===== config.mk =====
export PLATFORM = sky130hd
export DESIGN_NAME = cpu6_memarb
export DESIGN_NICKNAME = d
export VERILOG_FILES = /design/src/rtl/cpu6_memarb.sv
export SDC_FILE = /design/constraint.sdc
export NUM_CORES = 1
export LEC_CHECK = 0
export CAP_MARGIN = 20
export CORE_AREA = 2 2 109 111
export CTS_BUF_LIST = sky130_fd_sc_hd__clkbuf_8
export DETAILED_ROUTE_END_ITERATION = 8
export DIE_AREA = 0 0 111 113
export SYNTH_ARGS = -nofsm -noshare
export SYNTH_HDL_FRONTEND = slang
export SYNTH_SLANG_ARGS = --single-unit

===== constraint.sdc =====
create_clock -name clk -period 1.85 [get_ports clk]
set_input_delay 0.37 -clock clk [delete_from_list [all_inputs] [get_ports clk]]
set_output_delay 0.37 -clock clk [all_outputs]
set_load 0.01 [all_outputs]

===== src/rtl/cpu6_memarb.sv =====
// Single-port RAM arbiter between cpu6 fetch and data ports: data-first priority with a
// starvation guard for fetch. Optional stat counter enabled by CPU6_MEMARB_STATS_EN.
module cpu6_memarb #(
  parameter int XLEN        = 32,
  parameter int MAX_DSTREAK = 4
) (
  input  logic            clk,
  input  logic            reset,
  input  logic            if_req,
  input  logic [XLEN-1:0] if_addr,
  output logic            if_gnt,
  output logic            if_stall,
  output logic            if_rvalid,
  output logic [XLEN-1:0] if_rdata,
  input  logic            d_req,
  input  logic            d_we,
  input  logic [XLEN-1:0] d_addr,
  input  logic [XLEN-1:0] d_wdata,
  output logic            d_gnt,
  output logic            d_rvalid,
  output logic [XLEN-1:0] d_rdata,
  output logic            mem_en,
  output logic            mem_we,
  output logic [XLEN-1:0] mem_addr,
  output logic [XLEN-1:0] mem_wdata,
  input  logic [XLEN-1:0] mem_rdata,
  output logic [15:0]     stat_conflict
);

  typedef enum logic [1:0] {RSP_NONE, RSP_IF, RSP_D} rsp_e;

  localparam logic [3:0] STREAK_MAX = 4'(MAX_DSTREAK);

  rsp_e       rsp_owner, rsp_next;
  logic [3:0] streak;
  logic       force_if;

  // Grants are held off while reset is asserted so the RAM sees no traffic.
  assign force_if = if_req & (streak == STREAK_MAX);
  assign d_gnt    = reset & d_req & ~force_if;
  assign if_gnt   = reset & if_req & ~d_gnt;
  assign if_stall = if_req & ~if_gnt;

  assign mem_en    = if_gnt | d_gnt;
  assign mem_we    = d_gnt & d_we;
  assign mem_addr  = d_gnt ? d_addr : (if_gnt ? if_addr : '0);
  assign mem_wdata = d_gnt ? d_wdata : '0;

  always_comb begin
    rsp_next = RSP_NONE;
    if (if_gnt)             rsp_next = RSP_IF;
    else if (d_gnt && !d_we) rsp_next = RSP_D;
  end

  always_ff @(posedge clk) begin
    if (!reset) rsp_owner <= RSP_NONE;
    else        rsp_owner <= rsp_next;
  end

  // A response still in flight when reset drops is discarded immediately.
  assign if_rvalid = reset & (rsp_owner == RSP_IF);
  assign d_rvalid  = reset & (rsp_owner == RSP_D);
  assign if_rdata  = if_rvalid ? mem_rdata : '0;
  assign d_rdata   = d_rvalid  ? mem_rdata : '0;

  always_ff @(posedge clk) begin
    if (!reset)                streak <= 4'd0;
    else if (if_gnt || !if_req) streak <= 4'd0;
    else if (d_gnt && streak != 4'hF) streak <= streak + 4'd1;
  end

`ifdef CPU6_MEMARB_STATS_EN
  logic [15:0] conflict_cnt;

  always_ff @(posedge clk) begin
    if (!reset) conflict_cnt <= 16'h0;
    else if (if_req && d_req && conflict_cnt != 16'hFFFF) conflict_cnt <= conflict_cnt + 16'h1;
  end

  assign stat_conflict = conflict_cnt;
`else
  assign stat_conflict = 16'h0;
`endif

endmodule


=== After elaboration in Yosys (flattened, before gate mapping) ===
Cells that the tools add are included.

* Flip-flop bits (word level): 6
* Bits of input ports: 133
* Output and inout port bits: 151
* Word-level logic and storage cells: 36

* Add/subtract/negate cells: 1
* Equal/unequal tests: 4
* Muxes and demuxes: 7
* Bitwise logic cells: 14
* Reduce and logical (&&, ||, !) cells: 7

{| class="wikitable"
|+ Operators with widths
! kind !! number
|-
| $mux W32 || 5
|-
| $and A1 B1 Y1 || 9
|-
| $add A4 B1 Y4 const B || 1
|-
| $eq A4 B3 Y1 const B || 1
|-
| $ne A4 B4 Y1 const B || 1
|-
| $not A1 Y1 || 4
|-
| $reduce_or A2 Y1 || 2
|-
| $eq A2 B1 Y1 const B || 1
|-
| $eq A2 B2 Y1 const B || 1
|-
| $logic_and A1 B1 Y1 || 2
|-
| $logic_not A1 Y1 || 2
|-
| $mux W2 || 1
|-
| $logic_or A1 B1 Y1 || 1
|-
| $mux W1 || 1
|-
| $or A1 B1 Y1 || 1
|}

=== Longest topological paths before layout ===
* Word-level depth: 8
* Gate-level depth with buffers: 7
* Gate-level depth less buffers: 5

=== Worst setup path after synthesis ===
OpenSTA, ideal clock, no wires.

* Path kind: register to output
* From: register streak[0]
* To: output mem_wdata[10]
* Data arrival time: 1437 ps
* Setup slack: 43 ps
* Stages on the path, launching flop included: 8
* Path buffers: 2
* Path through: dfxtp_1 > inv_1 > ha_1 > nand3b_2 > o211a_1 > buf_6 > clkbuf_1 > and2_1

* Word-level cells in the longest chain between the ends: 5

{| class="wikitable"
|+ RTL lines
! what !! line !! RTL
|-
| start: declaration || 35 || <nowiki>logic [3:0] streak;</nowiki>
|-
| start signal: assignment || 69 || <nowiki>else if (d_gnt && streak != 4'hF) streak <= streak + 4'd1;</nowiki>
|-
| $eq A4 B3 Y1 || 39 || <nowiki>assign force_if = if_req & (streak == STREAK_MAX);</nowiki>
|-
| $and A1 B1 Y1 || 39 ||
|-
| $not A1 Y1 || 40 || <nowiki>assign d_gnt = reset & d_req & ~force_if;</nowiki>
|-
| $and A1 B1 Y1 || 40 ||
|-
| $mux W32 || 47 || <nowiki>assign mem_wdata = d_gnt ? d_wdata : '0;</nowiki>
|-
| end: declaration || 25 || <nowiki>output logic [XLEN-1:0] mem_wdata,</nowiki>
|}

Every way passes these cells.

=== Worst setup path after layout ===
* From: register streak[0]
* To: output mem_addr[1]

* Word-level cells in the longest chain between the ends: 8

{| class="wikitable"
|+ RTL lines
! what !! line !! RTL
|-
| $eq A4 B3 Y1 (*) || 39 ||
|-
| $and A1 B1 Y1 (*) || 39 ||
|-
| $not A1 Y1 (*) || 40 ||
|-
| $and A1 B1 Y1 (*) || 40 ||
|-
| $not A1 Y1 || 41 || <nowiki>assign if_gnt = reset & if_req & ~d_gnt;</nowiki>
|-
| $and A1 B1 Y1 || 41 ||
|-
| $mux W32 || 46 || <nowiki>assign mem_addr = d_gnt ? d_addr : (if_gnt ? if_addr : '0);</nowiki>
|-
| $mux W32 (*) || 46 ||
|-
| end: declaration || 24 || <nowiki>output logic [XLEN-1:0] mem_addr,</nowiki>
|}

Mark *: on every way between the ends. The rest lies on a longest branch, timed or not.

==> impl_metrics.py <==
metrics = {
    "run_status": {
        "run_status": "complete, but fails checks",
        "failed_checks": "setup timing",
    },
    "synth": {
        "syn_avg_cell_area_um2": 7.10,
        "synth-async-reset-ratio_pct": 0,
        "yosysUniqueCellTypes": 28,
        "postSynth.topFlopCell": "sky130_fd_sc_hd__dfxtp_1",
        "yosysSeqAreaShare_pct": 8.59,
        "synth-seq-cells": 6,
        "synth_area_um2": 1400,
        "synth-edff-count": 0,
        "ys_warn_count": 0,
        "postSynthCellCount": 197,
    },
    "grt": {
        "grt_usage_pct": 14.7,
        "antenna_found_initial": 0,
        "grt_start_max_net_pins": 18,
        "grt_pass1_wl_mm": 14.5,
        "via_count_of_the_first_global_routing_pass": 2618,
        "globalRoute.totalOverflow": 0,
    },
    "clocking": {
        "numClockSinks": 6,
        "cts-htree-levels": 1,
        "cts-root-to-sink-buffers": 2,
        "clock_latency_ps": 220,
        "root_buffer": "sky130_fd_sc_hd__clkbuf_8",
        "cts-buffers-inserted": 3,
        "clkTransAtPathRegs_ps": 40,
        "cts_tree": "built",
    },
    "finish": {
        "drive_above_1_share_pct": 30.8,
        "area.sequential_um2": 125,
        "postLayoutCoreUtil_pct": 41.2,
        "syn2layout_area_growth_pct": 232,
        "layout.cells.most_common_list": "sky130_fd_sc_hd__clkdlybuf4s50_1, sky130_fd_sc_hd__and2_1, sky130_fd_sc_hd__dlygate4sd2_1, sky130_fd_sc_hd__buf_2, sky130_fd_sc_hd__buf_6",
        "insertedDiodeCount": 0,
        "nets": 630,
        "final_common_cell": "sky130_fd_sc_hd__clkdlybuf4s50_1",
        "fill_cells": 1139,
        "multi_input_area_um2": 1230,
    },
    "timing": {
        "drv_slew": 0,
        "finalHoldViolations": 0,
        "setup-violations-final": 66,
        "max_freq_mhz": 473,
        "clock_skews_ps": 1.96,
        "rsz0062_at_grt": "true",
        "period_minus_slack_ps": 2120,
        "setup_slack_after_layout_ps": -265,
        "final.period_utilization_pct": 114,
    },
    "drt": {
        "number_of_drc_markers_after_the_initial_detailed_route_iteration": 31,
        "ant_nets": 0,
        "route.detailed.wl_per_inst_um": 16.0,
        "first_pass_iters": 4,
        "via_density": 4.01,
        "vias": 2553,
        "drt_wl_total_mm": 10.2,
        "detail_route.drc_violations": 0,
    },
    "critical_path": {
        "timing.critical_path.slowest_cell_delay_ps": 310,
        "crit_slowest_cell": "sky130_fd_sc_hd__dfxtp_2",
        "timing.critical_path.arrival_ps": 1750,
        "critical_path_class": "reg -> out",
        "cp_num_buf_inv": 4,
        "timing.critical_path.cells": "inv_2 > ha_4 > nand3b_4 > o211a_4 > buf_6 > buf_16 > a22o_1 > buf_2",
        "worst_setup_path_start_kind": "flip-flop",
        "worstPathMaxFanout": 5,
        "critical-path-top-delay-family": "compound AO/OA/AOI/OAI gates",
        "critPathRequiredTime_ps": 1480,
        "worst_setup_path_end_kind": "primary output",
    },
    "die": {
        "design.core.area_um2": 11300,
        "dieArea_um2": 12500,
        "ios": 284,
        "chipWidth_um": 111,
        "fp.dieH_um": 113,
        "row_count": 39,
        "initial_util_pct": 12.4,
    },
    "power_and_ir_drop": {
        "switching_share_pct": 29.3,
        "clkPwrFrac_pct": 17.1,
        "cell_internal_pwr_mw": 0.793,
        "netSwitchingPower_mw": 0.329,
        "fin_total_pwr_mw": 1.12,
        "peakVddDrop_mv": 0.139,
        "seqPwrFrac_pct": 12.1,
        "comb_power_share_pct": 70.8,
        "power_per_cell_area_nw_per_um2": 242,
        "total_leakage_power_nw": 2.32,
    },
    "placement": {
        "hpwlAfterDp_mm": 7.83,
        "port_buffers": 267,
        "place_congestion": 0.876,
        "detailedPlace.worstSlack_ps": -749,
    },
    "min_path": {
        "hp-class": "in -> reg",
    },
    "flow_run": {
        "drv_cap": 0,
    },
}
-- Yosys cell counts (2+ instances only) --
cell	count	area, µm²
sky130_fd_sc_hd__buf_2	5	25.0
sky130_fd_sc_hd__buf_4	16	120
sky130_fd_sc_hd__buf_6	2	22.5
sky130_fd_sc_hd__nand3_1	2	10.0
sky130_fd_sc_hd__dfxtp_1	6	120
sky130_fd_sc_hd__inv_1	3	11.3
sky130_fd_sc_hd__and2_1	97	607
sky130_fd_sc_hd__ha_1	2	25.0
sky130_fd_sc_hd__nand2_1	2	7.51
sky130_fd_sc_hd__clkbuf_1	9	33.8
sky130_fd_sc_hd__nor2_1	5	18.8
sky130_fd_sc_hd__a22o_1	32	280
-- what timing repair did --
action,CTS,global route
buffers inserted,12,3
endpoints found under the setup margin,135,100
pin swaps,31,16
endpoints found under the hold margin,0,0
gates resized for setup,424,44
gates cloned,13,0
hold buffers,0,0
-- kinds of logic (layout without fill, tap and decap cells) --
kind of cell               after synthesis  after routing  share of synthesized area (%)
and+or+nand+nor                        113            113                           49.7
AOI/OAI and AO/OA                       38             39                           23.1
buffers and inverters                   35            315                           15.2
DFF                                      6              6                           8.59
adders and majority gates                2              2                           1.79
other                                    1             16                          0.268
xor gates and xnor gates                 1              1                          0.626
muxes                                    1              1                          0.716
-- power groups by stage --
stage	combinational, mW	clock (mW)	sequential, mW
6_report	0.795	0.191	0.136
4_1_cts	0.792	0.198	0.135
2_1_floorplan	0.216	0	0.137
3_3_place_gp	0.721	0	0.136
5_1_grt	0.841	0.203	0.136
3_5_place_dp	0.724	0	0.136
-- path summary, 6_finish.rpt --
path	start	endpoint	slack, ps	cells past startpoint
setup / recovery	streak[0]$_SDFFE_PP0P_	mem_addr[1]	-270	8
hold / removal	reset	rsp_owner[0]$_SDFF_PN0_	600	4
setup reg to reg	streak[0]$_SDFFE_PP0P_	rsp_owner[1]$_SDFF_PP0_	470	7
hold reg to reg	streak[0]$_SDFFE_PP0P_	streak[0]$_SDFFE_PP0P_	620	3
-- stage by stage --
| step | area (µm²) | hold WS (ps) | setup TNS, ps | cells |
|---|---|---|---|---|
| after global routing | 4640 | 629 | -15720 | 636 |
| after floorplan | 1460 | 442 | 0 | 212 |
| after CTS | 4590 | 607 | -16110 | 636 |
| final | 4640 | 601 | -11450 | 636 |
| after global placement | 4290 | 589 | -81960 | 608 |
| after detailed placement | 4290 | 616 | -82610 | 608 |
-- sequential cells by signal (all words and copies together), names as in the netlist --
name	flops
rsp_owner	2
streak	4
-- metal layers --
| layer | vias to the layer above | track usage (%) | part of all wire (%) |
|---|---|---|---|
| met5 | - | 0 | 0 |
| met4 | 0 | 3.50 | 1.9 |
| met3 | 11 | 4.02 | 8.5 |
| met2 | 160 | 30.1 | 55 |
| met1 | 1149 | 14.6 | 34 |
| li1 | 1233 | - | - |
-- worst reg2reg max path: cells and delay by family (launching register included) --
family | cells | cell delay (ps)
compound gates | 1 | 300
flops | 1 | 310
simple gates | 2 | 220
fa+ha+maj | 1 | 130
buf+inv | 3 | 290
-- area by class of cell --
class,count,area share (%)
multi-input combinational,172,26.6
clock buffer,3,0.889
inverter,3,0.243
sequential,6,2.70
timing repair buffer,309,65.7
tap,143,3.85
Note: power is estimated with default switching activity, not from simulation.
